File: src/rtl/rv32i_types.sv
// Shared types for the RV32I pipeline control logic.
package rv32i_types;

  // Stall sequencer state: RUN while the pipeline advances, WAIT while frozen.
  typedef enum logic [0:0] {
    RUN  = 1'b0,
    WAIT = 1'b1
  } pipe_ctrl_state_t;

  localparam int unsigned XLEN = 32;

endpackage

File: src/rtl/pipeline_stall_ctrl_resp_hold.sv
// Sticky capture of one cache response that arrives while the pipeline is
// frozen, with a bypass mux so a same-cycle response passes straight through.
module resp_hold
  import rv32i_types::*;
(
  input  logic            clk,
  input  logic            rst,
  input  logic            resp,
  input  logic [XLEN-1:0] rdata,
  input  logic            advance,
  output logic            done,
  output logic [XLEN-1:0] data
);

  logic [XLEN-1:0] hold;

  // Capture an early response; release it when the pipeline finally advances.
  always_ff @(posedge clk) begin
    if (rst) begin
      done <= 1'b0;
      hold <= '0;
    end else if (advance) begin
      done <= 1'b0;
    end else if (resp) begin
      done <= 1'b1;
      hold <= rdata;
    end
  end

  // Present held data once captured, otherwise the live cache data.
  always_comb begin
    data = done ? hold : rdata;
  end

endmodule

File: src/rtl/pipeline_stall_ctrl.sv
// Central stall/flush sequencer for the 5-stage RV32I pipeline: gates cache
// requests, holds early responses, resolves load-use and mispredict hazards.
module pipeline_stall_ctrl
  import rv32i_types::*;
(
  input  logic        clk,
  input  logic        rst,
  input  logic        imem_resp_i,
  input  logic [31:0] imem_rdata_i,
  input  logic        dmem_req_i,
  input  logic        dmem_resp_i,
  input  logic [31:0] dmem_rdata_i,
  input  logic        load_use_i,
  input  logic        br_mispredict_i,
  output logic        imem_read_o,
  output logic        dmem_gate_o,
  output logic [31:0] if_instr_o,
  output logic [31:0] mem_rdata_o,
  output logic        pc_sel_o,
  output logic        load_pc_o,
  output logic        load_if_id_o,
  output logic        load_id_ex_o,
  output logic        load_ex_mem_o,
  output logic        load_mem_wb_o,
  output logic        flush_if_id_o,
  output logic        flush_id_ex_o,
  output logic [31:0] stall_cycles_o,
  output logic [31:0] flush_count_o
);

  pipe_ctrl_state_t state, next_state;

  logic i_done;
  logic d_done;
  logic i_ok;
  logic d_ok;
  logic advance;

  resp_hold u_i_hold (
    .clk     (clk),
    .rst     (rst),
    .resp    (imem_resp_i),
    .rdata   (imem_rdata_i),
    .advance (advance),
    .done    (i_done),
    .data    (if_instr_o)
  );

  resp_hold u_d_hold (
    .clk     (clk),
    .rst     (rst),
    .resp    (dmem_resp_i),
    .rdata   (dmem_rdata_i),
    .advance (advance),
    .done    (d_done),
    .data    (mem_rdata_o)
  );

  // The pipeline moves only when both the fetch and any data access are satisfied.
  always_comb begin
    i_ok        = imem_resp_i | i_done;
    d_ok        = ~dmem_req_i | dmem_resp_i | d_done;
    advance     = i_ok & d_ok;
    imem_read_o = ~rst & ~i_done;
    dmem_gate_o = ~rst & dmem_req_i & ~d_done;
  end

  // State register for the run/wait sequencer.
  always_ff @(posedge clk) begin
    if (rst) begin
      state <= RUN;
    end else begin
      state <= next_state;
    end
  end

  // Next state follows advance: any frozen cycle parks the sequencer in WAIT.
  always_comb begin
    next_state = state;
    case (state)
      RUN:     next_state = advance ? RUN : WAIT;
      WAIT:    next_state = advance ? RUN : WAIT;
      default: next_state = RUN;
    endcase
  end

  // Stage-register control; mispredict beats load-use, and nothing moves while frozen.
  always_comb begin
    pc_sel_o      = 1'b0;
    load_pc_o     = 1'b0;
    load_if_id_o  = 1'b0;
    load_id_ex_o  = 1'b0;
    load_ex_mem_o = 1'b0;
    load_mem_wb_o = 1'b0;
    flush_if_id_o = 1'b0;
    flush_id_ex_o = 1'b0;
    if (!rst && advance) begin
      load_id_ex_o  = 1'b1;
      load_ex_mem_o = 1'b1;
      load_mem_wb_o = 1'b1;
      if (br_mispredict_i) begin
        pc_sel_o      = 1'b1;
        load_pc_o     = 1'b1;
        load_if_id_o  = 1'b1;
        flush_if_id_o = 1'b1;
        flush_id_ex_o = 1'b1;
      end else if (load_use_i) begin
        flush_id_ex_o = 1'b1;
      end else begin
        load_pc_o    = 1'b1;
        load_if_id_o = 1'b1;
      end
    end
  end

  // Performance counters: frozen cycles and mispredict flushes actually taken.
  always_ff @(posedge clk) begin
    if (rst) begin
      stall_cycles_o <= '0;
      flush_count_o  <= '0;
    end else begin
      if (!advance) begin
        stall_cycles_o <= stall_cycles_o + 32'd1;
      end
      if (advance && br_mispredict_i) begin
        flush_count_o <= flush_count_o + 32'd1;
      end
    end
  end

endmodule
File: config.mk
export PLATFORM = sky130hd
export DESIGN_NAME = pipeline_stall_ctrl
export DESIGN_NICKNAME = d
export VERILOG_FILES = /design/src/rtl/rv32i_types.sv /design/src/rtl/pipeline_stall_ctrl_resp_hold.sv /design/src/rtl/pipeline_stall_ctrl.sv
export SDC_FILE = /design/constraint.sdc
export NUM_CORES = 1
export LEC_CHECK = 0
export ABC_CLOCK_PERIOD_IN_PS = 2850
export CAP_MARGIN = 20
export CORE_AREA = 2 2 120 122
export DETAILED_ROUTE_END_ITERATION = 10
export DIE_AREA = 0 0 122 124
export PLACE_DENSITY = 0.8
export SYNTH_ARGS = -nofsm -noshare
export SYNTH_HDL_FRONTEND = slang
export SYNTH_SLANG_ARGS = --single-unit
File: constraint.sdc
create_clock -name clk -period 2.85 [get_ports clk]
set_clock_uncertainty 0.05 [all_clocks]
set_input_delay 0.4275 -clock clk [delete_from_list [all_inputs] [get_ports clk]]
set_output_delay 0.4275 -clock clk [all_outputs]
set_load 0.02 [all_outputs]
==> metrics.csv <==
stage,metric,value,unit
synth,library cells used by synthesis,34,
timing,Max Freq,363.4,MHz
final_layout,share of cells above drive strength 1,0.1367,
timing,Final setup violation count,0,
floorplanning,io pins,209,
detailed_routing,routed vias,6115,
synth,Synth area leader,dfxtp_1,
clock_tree,Root Buffer,clkbuf_16,
detailed_routing,antenna violation net count after detailed routing,0,
detailed_routing,Iteration-0 DRC Markers,489,
final_layout,final cell count without fillers,1132,
timing,final hold violations,0,
clock_tree,Clock Latency Late Sink,0.41,ns
detailed_routing,drt first pass iters,5,
worst_setup_path,CP Capture Type,output pin,
synth,synth cell count leaders,"154 x nand2_1, 130 x dfxtp_1, 101 x a21oi_1, 74 x mux2_2, 48 x clkbuf_1",
timing,RSZ-0062 raised after global routing,false,
worst_setup_path,Critical Setup Path Class,in2out,
synth,register bit count reported by yosys,130,
floorplanning,starting density of the core,0.4548,
global_route,largest net degree at the start of global routing,106,
final_layout,Nets,1013,
timing,Tmin final,2.752,ns
global_route,met1 usage,0.2955,
synth,Synth top area share,0.4171,
clock_tree,Num Clock Sinks,130,
pwr,leak pwr,3.062,nW
synth,Post-Syn Area,6240,um2
clock_tree,htree depth,4,
global_route,met2 Usage GRT,0.3614,
place,PortBufs,208,
flow_run,Max-Cap Viols,0,
pwr,power density cells,504.7,nW/um2
run_status,status,finished clean,
pwr,worst vdd ir,394.8,uV
timing,Rel. slew slack,0.5821,
detailed_routing,Total Routed Length,17390,um
synth,"EDFF count, synth",0,
detailed_routing,DR DRC count,0,
clock_tree,"Setup Fix Bufs, Post-CTS",0,
floorplanning,die area,15130,um2
clock_tree,Num CTS Buffers,17,
global_route,first-pass GRT wire length,27740,um
timing,worst-margin pin slew,0.6241,ns
synth,Most used DFF post-synth,dfxtp_1,
place,DP HPWL,12040,um
floorplanning,site row count,43,
floorplanning,Core ar.,13720,um2
synth,"Avg Cell Area, Syn",8.353,um2
worst_setup_path,"Data required, critical path",2.37,ns
synth,leading post-synthesis cells by cell area,"dfxtp_1 42%, mux2_2 13%, nand2_1 9.3%, a21oi_1 8.1%, or4_1 3.6%",
place,RePlAce Congestion,0.8069,
final_layout,Area growth syn-to-layout,44.98,%
worst_setup_path,crit path DAT,2.27,ns
place,DP Cell Count,1101,
floorplanning,Chip Height,124,um
clock_tree,CTS tree,done,
hold_path,Hold WC Path Type,in2reg,
global_route,initial antenna violation count,1,
global_route,global route hottest layer,met2,
synth,post-synthesis sequential area ratio,0.4171,
synth,Mapped Cells,747,
global_route,Global Route met3 Usage,0.06914,
clock_tree,clk slew on worst S/H paths,0.05,ns
clock_tree,Clock Path Buffers,2,
detailed_routing,WL/cell,15.36,um
floorplanning,die width,122,um
timing,period utilization,0.9656,
worst_setup_path,crit-path max FO,17,
synth,Synth Net Count,820,
synth,"count leader, synth",nand2_1,
detailed_routing,via/cell ratio,5.402,
global_route,GRT Overall Usage,0.2296,
timing,TNS Setup,0,ns
clock_tree,# hold bufs at CTS,0,
worst_setup_path,Startpoint Class,primary input,
global_route,GRT Residual Overflow,0,
global_route,vias in the first global route,5562,
synth,Ys Warns,0,
synth,Async SR Flop Fraction,0,
timing,fin. max-slew vios,0,
final timing paths:
kind	startpoint	endpoint	slack, ns	cells past startpoint
setup / recovery	dmem_req_i	load_pc_o	0.1	6
hold / removal	rst	u_d_hold.hold[28]$_SDFFE_PP0P_	0.38	2
setup reg to reg	flush_count_o[9]$_SDFFE_PP0P_	flush_count_o[30]$_SDFFE_PP0P_	0.69	4
hold reg to reg	u_i_hold.hold[28]$_SDFFE_PP0P_	u_i_hold.hold[28]$_SDFFE_PP0P_	0.40	2
layout by cell type, fill, tap and decap left out, drive strengths merged:
| master | instances |
|---|---|
| a2111oi | 1 |
| a21oi | 101 |
| and2 | 4 |
| and3 | 6 |
| and4 | 9 |
| and4bb | 1 |
| buf | 25 |
| bufinv | 1 |
| clkbuf | 24 |
| clkdlybuf4s50 | 207 |
| clkinv | 4 |
| clkinvlp | 1 |
| dfxtp | 130 |
| diode | 1 |
| ha | 2 |
| inv | 10 |
| mux2 | 74 |
| mux2i | 1 |
| nand2 | 154 |
| nand3 | 14 |
| nand4 | 14 |
| nor2 | 36 |
| nor2b | 7 |
| nor3 | 6 |
| nor3b | 3 |
| nor4 | 12 |
| o2111ai | 2 |
| o211ai | 5 |
| o21ai | 12 |
| o31ai | 28 |
| or3 | 10 |
| or4 | 31 |
| xnor2 | 7 |
| xor2 | 9 |
critical path, stage by stage:
cell and delay [ns]:
clkdlybuf4s50_1 0.41, nor3b_2 0.17, buf_12 0.15, a2111oi_2 0.32, buf_4 0.18, clkdlybuf4s50_1 0.59
kinds of logic (layout without fill, tap and decap cells):
group,Yosys count,after routing,synth area share
xor+xnor,16,16,0.02246
compound gates,149,149,0.1352
mux,75,75,0.1352
flops,130,130,0.4171
other cells,0,1,0
buf+inv,68,272,0.04492
simple gates,307,307,0.2412
fa+ha+maj,2,2,0.004010
timing repair:
| action | CTS | global route |
|---|---|---|
| resized for setup | 0 | 2 |
| endpoints found under the hold margin | 0 | 0 |
| endpoints found under the setup margin | 0 | 2 |
final cells by class:
class | count | area [um2]
Clock buffer | 24 | 471.7
Inverter | 10 | 37.54
Timing Repair Buffer | 232 | 2285
Clock inverter | 6 | 57.56
Tap cell | 180 | 225.2
Sequential cell | 130 | 2604
Multi-Input combinational cell | 549 | 3363
Antenna cell | 1 | 2.502
Fill cell | 1186 | 4673
layer usage:
| metal | share of wire | vias up |
|---|---|---|
| met2 | 0.47 | 186 |
| met3 | 0.068 | 20 |
| li1 | - | 3036 |
| met1 | 0.44 | 2873 |
| met4 | 0.014 | 0 |
| met5 | 0 | - |
state kept, by name, summed over array words and instances, names as in the netlist:
signal,cells
u_d_hold.hold,32
flush_count_o,32
stall_cycles_o,32
u_i_hold.hold,32
u_i_hold.done,1
u_d_hold.done,1
through the flow:
stage          total power [mW]  cell area [um2]    util  hold WS [ns]  setup WS (ns)
6_report                  4.565             9046  0.6594        0.3768        0.09793
5_1_grt                   4.747             9046  0.6594        0.3597        0.04302
3_5_place_dp              2.627             8508  0.6202        0.3966        0.02675
3_3_place_gp              2.620             8508  0.6202        0.3888        0.06034
4_1_cts                   4.607             9037  0.6587        0.3458        0.01444
2_1_floorplan             2.278             6240       -        0.3829        0.04193
where the power goes:
group / total (mW) / internal [mW] / switching (mW)
Clock: 1.97 / 1.23 / 0.746
Sequential: 1.89 / 1.86 / 0.0283
Combinational: 0.700 / 0.359 / 0.341
Total: 4.57 / 3.45 / 1.12
(Power assumes the default switching activity.)
